===== src/rtl/seg7_pkg.sv =====
// seg7_pkg
//   Shared definitions for the seven-segment display driver.
//   - Active-low segment constants, bit order g..a (bit 6 = g).
//   - Conversion FSM state encoding.
//   - max_display_value(n): largest value that fits on n decimal digits (10^n - 1).
package seg7_pkg;

  localparam logic [6:0] SEG_0     = 7'b1000000;
  localparam logic [6:0] SEG_1     = 7'b1111001;
  localparam logic [6:0] SEG_2     = 7'b0100100;
  localparam logic [6:0] SEG_3     = 7'b0110000;
  localparam logic [6:0] SEG_4     = 7'b0011001;
  localparam logic [6:0] SEG_5     = 7'b0010010;
  localparam logic [6:0] SEG_6     = 7'b0000010;
  localparam logic [6:0] SEG_7     = 7'b1111000;
  localparam logic [6:0] SEG_8     = 7'b0000000;
  localparam logic [6:0] SEG_9     = 7'b0010000;
  localparam logic [6:0] SEG_BLANK = 7'b1111111;
  localparam logic [6:0] SEG_DASH  = 7'b0111111;

  typedef enum logic [1:0] {
    IDLE   = 2'd0,
    SHIFT  = 2'd1,
    UPDATE = 2'd2
  } state_t;

  function automatic logic [63:0] max_display_value(input int n);
    logic [63:0] p;
    p = 64'd1;
    for (int i = 0; i < n; i++) begin
      p = p * 64'd10;
    end
    return p - 64'd1;
  endfunction

endpackage


===== src/rtl/seg7_encode.sv =====
// seg7_encode
//   Combinational BCD digit to active-low seven-segment decoder.
//   Codes 10..15 cannot come out of the conversion engine; they decode to blank.
// Ports:
//   bcd  in  4  BCD digit
//   seg  out 7  active-low segments, bit 6 = g .. bit 0 = a
module seg7_encode
  import seg7_pkg::*;
(
  input  logic [3:0] bcd,
  output logic [6:0] seg
);

  always_comb begin
    seg = SEG_BLANK;
    case (bcd)
      4'd0:    seg = SEG_0;
      4'd1:    seg = SEG_1;
      4'd2:    seg = SEG_2;
      4'd3:    seg = SEG_3;
      4'd4:    seg = SEG_4;
      4'd5:    seg = SEG_5;
      4'd6:    seg = SEG_6;
      4'd7:    seg = SEG_7;
      4'd8:    seg = SEG_8;
      4'd9:    seg = SEG_9;
      default: seg = SEG_BLANK;
    endcase
  end

endmodule


===== src/rtl/seg7_bcd_display.sv =====
// seg7_bcd_display
//   Binary to multi-digit seven-segment display driver. A WIDTH-bit unsigned
//   value is converted to DIGITS BCD digits with a shift-and-add-3 engine
//   (one bit per clock), then encoded and registered onto the segment pins.
//   Values above 10^DIGITS-1 show dashes on every digit and raise ovf.
//   Optional macro SEG7_LZ_BLANK_EN: blank leading zero digits (digit 0 is
//   always shown; the all-dash overflow display is unaffected).
// Ports:
//   clk    in   1          system clock, rising edge
//   rst    in   1          synchronous active-high reset
//   load   in   1          start a conversion of value (honoured only in IDLE)
//   value  in   WIDTH      unsigned binary value
//   busy   out  1          conversion in progress
//   done   out  1          one-cycle pulse after seg/ovf update
//   ovf    out  1          last value did not fit the display
//   seg    out  7*DIGITS   active-low segments, digit i at [7i+6:7i]
//
// state  | meaning
// IDLE   | waiting for load; done pulse is visible here
// SHIFT  | one add-3/shift step per cycle, WIDTH cycles
// UPDATE | encode BCD result, register seg/ovf, raise done
module seg7_bcd_display
  import seg7_pkg::*;
#(
  parameter int WIDTH  = 8,
  parameter int DIGITS = 3
) (
  input  logic                  clk,
  input  logic                  rst,
  input  logic                  load,
  input  logic [WIDTH-1:0]      value,
  output logic                  busy,
  output logic                  done,
  output logic                  ovf,
  output logic [7*DIGITS-1:0]   seg
);

  localparam int          BW      = 4 * DIGITS;
  localparam int          CW      = $clog2(WIDTH + 1);
  localparam logic [63:0] MAX_VAL = max_display_value(DIGITS);

  state_t                      state_q, state_d;
  logic [CW-1:0]               cnt_q;
  logic [WIDTH-1:0]            shreg_q;
  logic [BW-1:0]               bcd_q;
  logic [BW-1:0]               bcd_adj;
  logic                        ovf_cap_q;
  logic [7*DIGITS-1:0]         seg_q;
  logic [7*DIGITS-1:0]         seg_upd;
  logic                        ovf_q;
  logic                        done_q;
  logic [DIGITS-1:0][6:0]      enc;

  always_ff @(posedge clk) begin
    if (rst) begin
      state_q <= IDLE;
    end else begin
      state_q <= state_d;
    end
  end

  always_comb begin
    state_d = state_q;
    busy    = 1'b0;
    case (state_q)
      IDLE: begin
        if (load) begin
          state_d = SHIFT;
        end
      end
      SHIFT: begin
        busy = 1'b1;
        // cnt_q == 1 means this edge performs the last of WIDTH shifts
        if (cnt_q == CW'(1)) begin
          state_d = UPDATE;
        end
      end
      UPDATE: begin
        busy    = 1'b1;
        state_d = IDLE;
      end
      default: begin
        state_d = IDLE;
      end
    endcase
  end

  always_comb begin
    bcd_adj = bcd_q;
    for (int i = 0; i < DIGITS; i++) begin
      if (bcd_q[4*i +: 4] >= 4'd5) begin
        bcd_adj[4*i +: 4] = bcd_q[4*i +: 4] + 4'd3;
      end
    end
  end

  for (genvar g = 0; g < DIGITS; g++) begin : g_enc
    seg7_encode u_enc (
      .bcd (bcd_q[4*g +: 4]),
      .seg (enc[g])
    );
  end

  always_comb begin
`ifdef SEG7_LZ_BLANK_EN
    logic leading;
    leading = 1'b1;
`endif
    seg_upd = enc;
    if (ovf_cap_q) begin
      seg_upd = {DIGITS{SEG_DASH}};
    end else begin
`ifdef SEG7_LZ_BLANK_EN
      // walk down from the top digit; blank zeros until the first non-zero
      for (int i = DIGITS - 1; i >= 1; i--) begin
        if (leading && (bcd_q[4*i +: 4] == 4'd0)) begin
          seg_upd[7*i +: 7] = SEG_BLANK;
        end else begin
          leading = 1'b0;
        end
      end
`endif
    end
  end

  always_ff @(posedge clk) begin
    if (rst) begin
      cnt_q     <= '0;
      shreg_q   <= '0;
      bcd_q     <= '0;
      ovf_cap_q <= 1'b0;
      seg_q     <= {DIGITS{SEG_BLANK}};
      ovf_q     <= 1'b0;
      done_q    <= 1'b0;
    end else begin
      done_q <= 1'b0;
      case (state_q)
        IDLE: begin
          if (load) begin
            shreg_q   <= value;
            bcd_q     <= '0;
            ovf_cap_q <= (64'(value) > MAX_VAL);
            cnt_q     <= CW'(WIDTH);
          end
        end
        SHIFT: begin
          // bits leaving the top of the BCD register only matter on overflow,
          // where the result is replaced by dashes anyway
          bcd_q   <= {bcd_adj[BW-2:0], shreg_q[WIDTH-1]};
          shreg_q <= shreg_q << 1;
          cnt_q   <= cnt_q - CW'(1);
        end
        UPDATE: begin
          seg_q  <= seg_upd;
          ovf_q  <= ovf_cap_q;
          done_q <= 1'b1;
        end
        default: begin
        end
      endcase
    end
  end

  assign seg  = seg_q;
  assign ovf  = ovf_q;
  assign done = done_q;

endmodule


===== config.mk =====
export PLATFORM = sky130hd
export DESIGN_NAME = seg7_bcd_display
export DESIGN_NICKNAME = d
export VERILOG_FILES = /design/src/rtl/seg7_pkg.sv /design/src/rtl/seg7_encode.sv /design/src/rtl/seg7_bcd_display.sv
export SDC_FILE = /design/constraint.sdc
export NUM_CORES = 1
export LEC_CHECK = 0
export CORE_UTILIZATION = 55
export CTS_CLUSTER_SIZE = 8
export DETAILED_ROUTE_END_ITERATION = 8
export PLACE_DENSITY_LB_ADDON = 0.25
export REMOVE_ABC_BUFFERS = 1
export SLEW_MARGIN = 5
export SYNTH_ARGS = -nofsm -noshare
export SYNTH_HDL_FRONTEND = slang
export SYNTH_SLANG_ARGS = --single-unit

===== constraint.sdc =====
create_clock -name clk -period 2.5 [get_ports clk]
set_clock_uncertainty 0.15 [all_clocks]
set_input_delay 0.375 -clock clk [delete_from_list [all_inputs] [get_ports clk]]
set_output_delay 0.375 -clock clk [all_outputs]
set_load 0.005 [all_outputs]

-- After elaboration in Yosys (flattened, before gate mapping)
Memories as Yosys holds them, arrays and structs flattened. A register that Yosys moved wholly into a read port is not among the register bits.
Index checks and enable logic that the tools add are counted.
- flip-flop bits (word level): 27
- bits in read-only memories: 336
- bits of input ports: 11
- output and inout bits: 24
- memories: 3
- add/subtract/negate cells: 4
- magnitude comparators: 3
- eq/ne operators: 5
- mux-type cells: 14
- reduce and logical (&&, ||, !) cells: 5
- memories (name ; depth ; bits a word ; read ports ; clocked after Yosys merged registers in ; write ports ; line ; text):
    (name not given) ; 16 ; 7 ; 1 ; 1 ; 0 ; seg7_encode.sv:16 ; case (bcd)
    (name not given) ; 16 ; 7 ; 1 ; 1 ; 0 ; seg7_encode.sv:16 ;
    (name not given) ; 16 ; 7 ; 1 ; 1 ; 0 ; seg7_encode.sv:16 ;
- operator list (operator ; number):
    12-bit case mux with 2 select lines ; 1
    8-bit case mux with 2 select lines ; 1
    4-bit by 3-bit greater-or-equal comparator with 1-bit output, second input constant ; 3
    12-bit 2-to-1 mux ; 1
    4-bit 2-to-1 mux ; 3
    4-bit by 2-bit adder with 4-bit output, second input constant ; 2
    8-bit 2-to-1 mux ; 1
    4-bit case mux with 2 select lines ; 1
    4-bit by 1-bit equality test with 1-bit output, second input constant ; 1
    2-bit 2-to-1 mux ; 2
    2-bit != test, second input constant ; 2
    2-bit case mux with 2 select lines ; 1
    2-bit AND reduction ; 2
    4-bit by 1-bit subtractor with 4-bit output, second input constant ; 1
    3-bit by 2-bit adder with 3-bit output, second input constant ; 1
    3-bit 2-to-1 mux ; 1
    2-bit by 1-bit equality test with 1-bit output, second input constant ; 1
    2-bit equality test, second input constant ; 1
    2-bit logical NOT ; 1
    1-bit 2-to-1 mux ; 2
    2-bit nonzero test ; 1
    2-bit OR reduction ; 1

-- Longest topological paths before layout
Gate-level depths: netlist (run 1).
- word-level depth: 3
- gate-level depth with buffers: 8
- gate-level depth less buffers: 7

-- Cells and area by module
From an unflattened synthesis (run 1), not the netlist that was laid out.
- cell total of the unflattened synthesis: 335
- area, all modules: 2876.5 um^2
- modules (own cells, without submodules) (module ; instances ; cells each ; area each (um^2) ; sequential area each (um^2)):
    seg7_bcd_display ; 1 ; 238 ; 2255.9 ; 960.9
    seg7_encode (g_enc[1].u_enc ...) ; 2 ; 33 ; 210.2 ; 0.0
    seg7_encode (g_enc[0].u_enc) ; 1 ; 31 ; 200.2 ; 0.0

-- Worst setup path after synthesis (run 1)
OpenSTA, ideal clock, no wires.
- path kind: register to register
- from: reg bcd_q[0]
- to: reg bcd_q[3]
- arrival time: 1.508 ns
- path slack: 0.725 ns
- stages on the path, launching flop included: 7
- period minus slack after synthesis: 1.775 ns
- cell sequence: dfxtp_1 -> inv_1 -> ha_1 -> ha_1 -> o21bai_1 -> a22o_1 -> a22o_1
- cells in the longest elaborated chain, start to end: 3
- ends and longest elaborated chain (element ; line ; text):
    start, declared ; seg7_bcd_display.sv:45 ; logic [BW-1:0] bcd_q;
    start signal, assigned ; seg7_bcd_display.sv:149 ; bcd_q <= {bcd_adj[BW-2:0], shreg_q[WIDTH-1]};
    4-bit by 2-bit adder with 4-bit output or 4-bit by 3-bit greater-or-equal comparator with 1-bit output (tied branches) ; seg7_bcd_display.sv:92, seg7_bcd_display.sv:91 ;
    4-bit 2-to-1 mux * ; seg7_bcd_display.sv:91 ; if (bcd_q[4*i +: 4] >= 4'd5) begin
    12-bit case mux with 2 select lines * ; seg7_bcd_display.sv:137 ; case (state_q)
Every way passes the cells marked *; elsewhere a longest branch is shown, timed or not.
A chain may end at the register's enable or synchronous reset.

-- Final worst setup path (run 1)
- from: reg state_q[1]
- to: out busy
- cells in the longest elaborated chain, start to end: 3
- ends and longest elaborated chain (element ; line ; text):
    start, declared ; seg7_bcd_display.sv:42 ; state_t state_q, state_d;
    start signal, assigned ; seg7_bcd_display.sv:58 ; state_q <= state_d;
    2-bit equality test or 2-bit by 1-bit equality test with 1-bit output (tied branches) ; seg7_bcd_display.sv:65 ; case (state_q)
    2-bit OR reduction (no line) * ; -- ;
    1-bit 2-to-1 mux * ; seg7_bcd_display.sv:65 ;
    end, declared ; seg7_bcd_display.sv:32 ; output logic busy,
Marks and branches as above.

==> results of run 1 <==
[kinds of logic after synthesis]
group | count (synthesis) | synth area share (%)
compound gates | 106 | 25.77
simple gates | 80 | 15.05
flops | 48 | 36.45
buf+inv | 42 | 7.404
fa+ha+maj | 20 | 9.492
mux | 11 | 4.366
xor+xnor | 4 | 1.329
other cells | 1 | 0.1422
[cell type report]
class | instances | area (um2) | area share [%]
clock buffers | 6 | 82.58 | 2.697
clock inverters | 2 | 15.01 | 0.4904
inverters | 22 | 82.58 | 2.697
multi-input cells | 222 | 1480 | 48.34
flip-flops and latches | 48 | 960.9 | 31.39
well taps | 52 | 65.06 | 2.125
repair buffers | 39 | 375.4 | 12.26
[worst max-delay path by stage]
stage	endpoint	slack, ns	cells past startpoint
5_1_grt	bcd_q[3]	0.39	6
6_report	busy	0.45	3
2_1_floorplan	bcd_q[3]	0.52	5
3_3_place_gp	seg[16]	0.53	4
4_1_cts	busy	0.44	3
3_5_place_dp	seg[16]	0.53	4
[layout by cell type, fill, tap and decap left out, types with 2 or more instances in the layout]
master and instances:
a21oi_1 42, o21a_1 2, a211oi_2 7, nand2b_1 19, inv_1 22, clkbuf_8 6, nand2_1 18, a211oi_1 4
nor3_1 6, nor2_1 26, clkinvlp_4 2, a211o_1 3, buf_4 6, dfxtp_1 48, nand3_1 2, mux2i_1 10
xnor2_1 3, clkdlybuf4s50_1 33, o21ai_0 28, a22o_1 9, ha_1 20, o2111ai_1 2
[cells in the mapped netlist, types with 2 or more instances]
| master | number |
|---|---|
| a211o_1 | 3 |
| a211oi_1 | 4 |
| a211oi_2 | 7 |
| a21oi_1 | 42 |
| a22o_1 | 9 |
| buf_2 | 12 |
| buf_4 | 2 |
| buf_6 | 2 |
| clkbuf_1 | 4 |
| dfxtp_1 | 48 |
| ha_1 | 20 |
| inv_1 | 22 |
| mux2i_1 | 10 |
| nand2_1 | 18 |
| nand2b_1 | 19 |
| nand3_1 | 2 |
| nor2_1 | 26 |
| nor3_1 | 6 |
| o2111ai_1 | 2 |
| o21a_1 | 2 |
| o21ai_0 | 28 |
| xnor2_1 | 3 |
[power by group through the flow]
stage	logic (mW)	registers [mW]	clock network (mW)
after floorplan	0.156	0.833	0
after global placement	0.235	0.837	0
after detailed placement	0.241	0.839	0
after CTS	0.243	0.822	0.503
after global routing	0.266	0.827	0.543
final	0.243	0.822	0.497
[tightest hold or removal path, cell delays in order, from the launching register on]
cell and delay [ns]:
dfxtp_1 0.33, nand2_1 0.06, a21oi_1 0.05
[routing by layer]
layer  global-route usage, %  up-vias
met5                       0        -
met4                   7.778        0
met3                   4.360        4
met2                   38.20       48
met1                   30.76      978
li1                        -     1130
[flip-flops by register name (all words and copies together), names as in the netlist]
name	flops
shreg_q	8
done	1
state_q	2
seg	21
bcd_q	12
cnt_q	4
[through the flow]
step / setup slack [ns] / instances / hold WS [ns] / total power, mW
after floorplan: 0.5162 / 292 / 0.2800 / 0.9891
after global placement: 0.5340 / 383 / 0.3006 / 1.072
after detailed placement: 0.5273 / 383 / 0.3085 / 1.080
after CTS: 0.4395 / 391 / 0.3262 / 1.567
after global routing: 0.3929 / 391 / 0.3458 / 1.636
final: 0.4545 / 391 / 0.3221 / 1.562
==> impl_metrics.csv, run 1 <==
group,metric,value,unit
cts,htreeDepth,2,
yosys,synth_top_area_share,36.45,%
yosys,seq_area_frac_synth,36.45,%
power_and_ir_drop,power_frac_seq,52.6,%
sta,hold_viol,0,
power_and_ir_drop,leakage,1.150,nW
yosys,synthTopCellsByArea,"dfxtp_1 (36%), ha_1 (9.5%), a21oi_1 (8.0%), o21ai_0 (5.3%), nand2b_1 (4.5%)",
layout,drive_gt1_share,8.260,%
global_routing,grt_pass1_vias,1975,
die,initial_core_util,58.92,%
cts,cts_inserted_buffers,5,
power_and_ir_drop,clkPwrFrac,31.8,%
global_routing,grt_pass1_wl,9239,um
power_and_ir_drop,switching_power,0.4290,mW
place,dpl_cell_area,2964,um2
run_status,violations,"DRC",
cts,postCtsHoldBufs,0,
cts,post_cts_resized,0,
die,die_w,71.24,um
global_routing,grt-ovfl-total,0,
route,via_per_inst,5.524,
setup_path,worstPathMaxFanout,3,
sta,rsz0062_at_grt,"no",
setup_path,cp-end-kind,"primary output",
setup_path,criticalPathCategory,"reg -> out",
setup_path,crit_start,"state_q[1]",
layout,antenna_cells_inserted,0,
yosys,synthCells,312,
setup_path,critPathSlowestCell,"clkdlybuf4s50_1",
place,place.gp.congestion,0.8493,
worst_hold_path,min_path_type,"reg -> reg",
sta,finalSetupTns,0,ns
yosys,synth.avg_cell_area,8.450,um2
worst_hold_path,hold_start,"shreg_q[0]",
worst_hold_path,whs_path_depth,2,
route,wl_met2,2638,um
setup_path,crit_arrival,1.52,ns
route,first_iter_violations,122,
power_and_ir_drop,ir_drop,0.4418,mV
cts,clkSinkCount,48,
die,fp-row-count,24,
layout,num-fill-cells,385,
sta,worstMarginPinSlew,0.5902,ns
route,totalWireLength,5422,um
setup_path,critPathTopFamily,"buffers and inverters",
run_status,outcome,"finished with violations",
sta,fmax,0.4889,GHz
die,core-area,4474,um2
yosys,netlist.top_cell.by_area,"dfxtp_1",
route,wl_met1,2522,um
sta,post-route-min-period,2.046,ns
route,dr_wl_met3,214,um
sta,finalCritPeriodShare,81.82,%
sta,slew_viol_final,0,
setup_path,cp_cell_sequence,"inv_1, ha_1, clkdlybuf4s50_1",
route,drc,2,
yosys,synthFlopType,"dfxtp_1",
route,wl_per_cell,13.87,um
setup_path,start_kind,"flip-flop",
place,place_hpwl,3805,um
route,highest_layer,"met4",
route,dr_total_vias,2160,
setup_path,crit_buf_inv,2,
setup_path,regToRegSetupSlack,0.51,ns
power_and_ir_drop,intPower,1.133,mW
global_routing,gr-usage-all-layers,23.21,%
layout,design_area,3062,um2
die,die-area,5074,um2
layout,fin_util,68.43,%
setup_path,r2r-end,"bcd_q[3]",
setup_path,cpPeakStageDelay,0.49,ns
yosys,async_flop_share,0,%
yosys,ys.warnings.count,0,
layout,final_nets,369,
power_and_ir_drop,swShare,27.47,%
route,postRouteAntennaNets,0,
die,die_y,71.24,um
worst_hold_path,min_to,"shreg_q[0]",
place,numPortBuffers,33,
cts,cts_tree,"built",
yosys,synth-edff-count,0,
cts,post_cts_buffers,0,
setup_path,r2r-start,"bcd_q[0]",
power_and_ir_drop,powerDensity,510.0,nW/um2
power_and_ir_drop,p_comb_share,15.6,%
layout,area_delta_synth_final,16.14,%
yosys,ys_types,43,
die,num_io_pins,35,
setup_path,reg2reg_depth,6,
cts,clkLatencyLatePin,0.30,ns
global_routing,grt_antenna_before_repair,0,
cts,clk_pin_slew,0.09,ns
cts,clockBufferDepth,2,
route,drt_pass1_iterations,6,
yosys,ys_ff_latch,48,
setup_path,crit_required,1.98,ns
sta,relSlewSlack,60.53,%
cts,clock-root-buffer,"clkbuf_8",
sta,setup_viol,0,
yosys,syn_area,2636,um2
run,maxCapViolations,0,
global_routing,grt_max_degree,20,
Note: power is estimated with default switching activity, not from simulation.
==> run 2, diff against run 1 <==
==> constraint.sdc (replaced) <==
create_clock -name clk -period 2 [get_ports clk]
set_clock_uncertainty 0.15 [all_clocks]
set_input_delay 0.3 -clock clk [delete_from_list [all_inputs] [get_ports clk]]
set_output_delay 0.3 -clock clk [all_outputs]
set_load 0.005 [all_outputs]
==> impl_metrics.csv, run 2 (same netlist as run 1, synthesis figures left out) <==
group,metric,value,unit
setup_path,crit_required,1.55,ns
route,totalWireLength,5265,um
route,drc,2,
die,core-area,4474,um2
place,place_hpwl,3787,um
route,first_iter_violations,102,
cts,clkLatencyLatePin,0.30,ns
place,post-place-cells,391,
place,dp_slack,0.1127,ns
cts,post_cts_buffers,0,
setup_path,critPathTopFamily,"buffers and inverters",
die,fp-row-count,24,
layout,drive_gt1_share,10.66,%
cts,clockBufferDepth,2,
power_and_ir_drop,swShare,26.78,%
power_and_ir_drop,switching_power,0.5184,mW
worst_hold_path,min_path_type,"reg -> reg",
sta,fin_ws,0.06524,ns
setup_path,critPathSlowestCell,"clkdlybuf4s50_1",
layout,largest_reg_flops,21,
power_and_ir_drop,powerDensity,618.4,nW/um2
setup_path,crit_buf_inv,2,
global_routing,grt_max_degree,32,
layout,area_delta_synth_final,18.75,%
global_routing,gr-usage-all-layers,22.94,%
global_routing,grt_antenna_before_repair,0,
die,die-area,5074,um2
global_routing,grt_pass1_vias,2146,
setup_path,crit_arrival,1.48,ns
layout,final_cell_mix,"dfxtp_1 (47), a21oi_1 (42), clkdlybuf4s50_1 (33), o21ai_0 (28), nor2_1 (26)",
setup_path,cp-end-kind,"primary output",
setup_path,criticalPathCategory,"reg -> out",
global_routing,grt-ovfl-total,0,
power_and_ir_drop,leakage,1.204,nW
die,num_io_pins,35,
cts,cts_inserted_buffers,5,
setup_path,reg2reg_depth,6,
cts,clock-root-buffer,"clkbuf_8",
die,initial_core_util,58.92,%
cts,clkSinkCount,48,
cts,clk_pin_slew,0.08,ns
layout,final_nets,377,
sta,finalCritPeriodShare,96.74,%
run_status,outcome,"finished with violations",
layout,final_common_cell,"dfxtp_1",
global_routing,grt_pass1_wl,9321,um
sta,setup_viol,0,
power_and_ir_drop,clkPwrFrac,31.1,%
route,dr_total_vias,2213,
cts,htreeDepth,2,
setup_path,worstPathMaxFanout,3,
route,via_per_inst,5.546,
sta,rsz0062_at_grt,"no",
place,dpl_cell_area,3037,um2
power_and_ir_drop,intPower,1.418,mW
sta,slew_viol_final,0,
sta,fin_hold_ws,0.3238,ns
sta,hold_viol,0,
sta,fmax,0.5169,GHz
layout,design_area,3131,um2
place,place.gp.congestion,0.8430,
cts,cts_tree,"built",
power_and_ir_drop,ir_drop,0.4394,mV
setup_path,cpPeakStageDelay,0.49,ns
power_and_ir_drop,power_frac_seq,52.9,%
sta,post-route-min-period,1.935,ns
setup_path,path_depth,3,
setup_path,cp_cell_sequence,"inv_1, ha_1, clkdlybuf4s50_1",
setup_path,start_kind,"flip-flop",
layout,final_cells,399,
route,wl_per_cell,13.20,um
power_and_ir_drop,p_comb_share,16.0,%
sta,finalSetupTns,0,ns
route,drt_pass1_iterations,6,
layout,antenna_cells_inserted,0,
run,maxCapViolations,0,
die,die_w,71.24,um
place,numPortBuffers,33,
route,postRouteAntennaNets,0,
die,die_y,71.24,um
run_status,violations,"DRC",
worst_hold_path,whs_path_depth,2,
==> run 2: power groups by stage <==
stage	registers [mW]	logic [mW]	clock network [mW]
3_3_place_gp	1.04	0.303	0
4_1_cts	1.02	0.309	0.614
3_5_place_dp	1.05	0.307	0
2_1_floorplan	1.04	0.195	0
6_report	1.02	0.309	0.603
5_1_grt	1.03	0.341	0.655
==> run 2: path summary, 6_finish.rpt <==
check | startpoint | endpoint | slack, ns
min reg2reg | seg[6] | seg[6] | 0.32
min | seg[6] | seg[6] | 0.32
max | state_q[1] | busy | 0.07
max reg2reg | bcd_q[1] | bcd_q[3] | 0.18
==> run 2: worst min-delay path, delay by kind of cell (launching register included) <==
kind	cells	cell delay, ns
flip-flops	1	0.33
AO/OA/AOI/OAI	2	0.11
==> run 2: layout make-up <==
type | instances | area [um2]
Clock buffer | 6 | 82.58
Clock inverter | 2 | 10.01
Fill cell | 386 | 1344
Inverter | 22 | 82.58
Multi-Input combinational cell | 222 | 1480
Sequential cell | 48 | 962.2
Tap cell | 52 | 65.06
Timing Repair Buffer | 47 | 447.9
==> run 2: what timing repair did <==
action | in CTS | in global routing
resized for setup | 0 | 1
endpoints found under the setup margin | 0 | 1
hold buffers | 0 | 0
==> run 2: per-stage QoR <==
stage | power [mW] | util [%]
after floorplan | 1.236 | -
after global placement | 1.347 | 67.87
after detailed placement | 1.352 | 67.87
after CTS | 1.947 | 69.94
after global routing | 2.026 | 69.97
final | 1.936 | 69.97
==> run 2: routing by layer <==
metal	GRT usage [%]	wire length, um	vias up
li1	-	-	1148
met1	28.60	2584	1025
met2	40.00	2463	33
met3	5.063	158	7
met4	6.222	58	0
met5	0	0	-
==> run 3, diff against run 2 <==
--- a/config.mk
+++ b/config.mk
@@ -5,9 +5,10 @@
 export SDC_FILE = /design/constraint.sdc
 export NUM_CORES = 1
 export LEC_CHECK = 0
-export CORE_UTILIZATION = 55
+export CORE_UTILIZATION = 23
 export CTS_CLUSTER_SIZE = 8
 export DETAILED_ROUTE_END_ITERATION = 8
+export MAX_ROUTING_LAYER = met4
 export PLACE_DENSITY_LB_ADDON = 0.25
 export REMOVE_ABC_BUFFERS = 1
 export SLEW_MARGIN = 5
==> impl_metrics.csv, run 3 (same netlist as run 1, synthesis figures left out) <==
group,metric,value,unit
run_status,outcome,"completed",
die,die-area,11890,um2
setup_path,start_kind,"flip-flop",
run,maxCapViolations,0,
setup_path,crit_required,1.55,ns
global_routing,grt_max_degree,21,
sta,finalSetupTns,0,ns
layout,antenna_cells_inserted,0,
sta,finalCritPeriodShare,96.60,%
route,totalWireLength,6020,um
sta,fin_hold_ws,0.2845,ns
die,die_w,109.1,um
setup_path,r2r-end,"bcd_q[3]",
sta,slew_viol_final,0,
sta,fmax,0.5176,GHz
place,numPortBuffers,33,
cts,clkLatencyLatePin,0.29,ns
sta,worstMarginPinSlew,0.4991,ns
route,wl_per_cell,12.24,um
cts,clockBufferDepth,2,
cts,clkSinkCount,48,
worst_hold_path,min_path_type,"in -> reg",
setup_path,crit_start,"state_q[0]",
sta,relSlewSlack,66.69,%
global_routing,grt_pass1_wl,10260,um
cts,postCtsHoldBufs,0,
layout,final_common_cell,"dfxtp_1",
setup_path,worstPathMaxFanout,3,
route,dr_total_vias,2219,
layout,drive_gt1_share,11.65,%
sta,rsz0062_at_grt,"no",
global_routing,gr-usage-all-layers,11.24,%
route,drt_pass1_iterations,4,
setup_path,r2r-start,"bcd_q[1]",
place,place.gp.congestion,0.7922,
route,via_per_inst,4.510,
global_routing,grt-ovfl-total,0,
cts,htreeDepth,2,
place,dp_slack,0.1334,ns
die,core-area,10980,um2
cts,clock-root-buffer,"clkbuf_16",
setup_path,cp-end-kind,"primary output",
power_and_ir_drop,powerDensity,688.9,nW/um2
route,drc,0,
die,num_io_pins,35,
die,initial_core_util,24.00,%
die,die_y,109.1,um
route,first_iter_violations,41,
setup_path,crit_arrival,1.48,ns
setup_path,criticalPathCategory,"reg -> out",
sta,setup_viol,0,
place,place_hpwl,4366,um
layout,fin_util,30.33,%
sta,post-route-min-period,1.932,ns
setup_path,critical_path.endpoint,"busy",
die,fp-row-count,38,
cts,cts_tree,"built",
global_routing,grt_pass1_vias,2176,
layout,final_cell_mix,"dfxtp_1 (48), a21oi_1 (42), clkdlybuf4s50_1 (32), o21ai_0 (28), nor2_1 (26)",
cts,post_cts_buffers,0,
global_routing,grt_antenna_before_repair,0,
power_and_ir_drop,ir_drop,0.3483,mV
power_and_ir_drop,p_total,2.294,mW
route,postRouteAntennaNets,0,
setup_path,regToRegSetupSlack,0.11,ns
layout,num-fill-cells,1175,
sta,hold_viol,0,
cts,cts_inserted_buffers,5,
layout,area_delta_synth_final,26.34,%
cts,post_cts_resized,0,
cts,clk_pin_slew,0.07,ns
layout,final_nets,382,
power_and_ir_drop,leakage,1.253,nW
setup_path,reg2reg_depth,6,
sta,fin_ws,0.06790,ns
layout,largest_reg_flops,21,
==> run 3: cell types whose count changed in the layout (fill, tap and decap cells not counted), sizes merged <==
cell           before  now
buf                14   20
bufinv              0    1
clkdlybuf4s50      33   32
clkinv              2    1
==> run 3: worst min path at each step <==
stage | from | endpoint | slack [ns] | cells past startpoint
floorplan | rst | shreg_q[1] | 0.21 | 1
global placement | seg[14] | seg[14] | 0.31 | 2
detailed placement | seg[13] | seg[13] | 0.31 | 2
CTS | rst | cnt_q[2] | 0.29 | 2
global route | rst | cnt_q[1] | 0.33 | 2
finish | rst | cnt_q[1] | 0.28 | 2
==> run 3: critical path, cell delays in order (launching register included) <==
cell and delay, ns:
dfxtp_1 0.36, inv_1 0.07, ha_1 0.28, clkdlybuf4s50_1 0.49
==> run 3: power breakdown <==
group          internal (mW)  switching, mW
sequential             0.997         0.0273
clock                  0.589          0.361
combinational          0.149          0.171
==> run 3: routing by layer <==
layer	up-vias	GRT usage (%)	routed length (um)
li1	1165	-	-
met1	1014	13.52	2954
met2	36	19.09	2806
met3	4	1.973	202
met4	0	3.282	56
met5	-	-	0
==> run 3: per-stage QoR <==
stage | cell area (um2) | cells
3_3_place_gp | 3167 | 484
3_5_place_dp | 3167 | 484
6_report | 3331 | 492
5_1_grt | 3331 | 492
4_1_cts | 3331 | 492
2_1_floorplan | 2524 | 292
==> run 3: area by class of cell <==
class	instances	area, um2	area share (%)
Clock buffer	6	128.9	3.869
Timing Repair Buffer	52	467.9	14.05
Sequential cell	48	960.9	28.85
Multi-Input combinational cell	222	1480	44.44
Tap cell	140	175.2	5.259
Inverter	22	82.58	2.479
Clock inverter	2	35.03	1.052
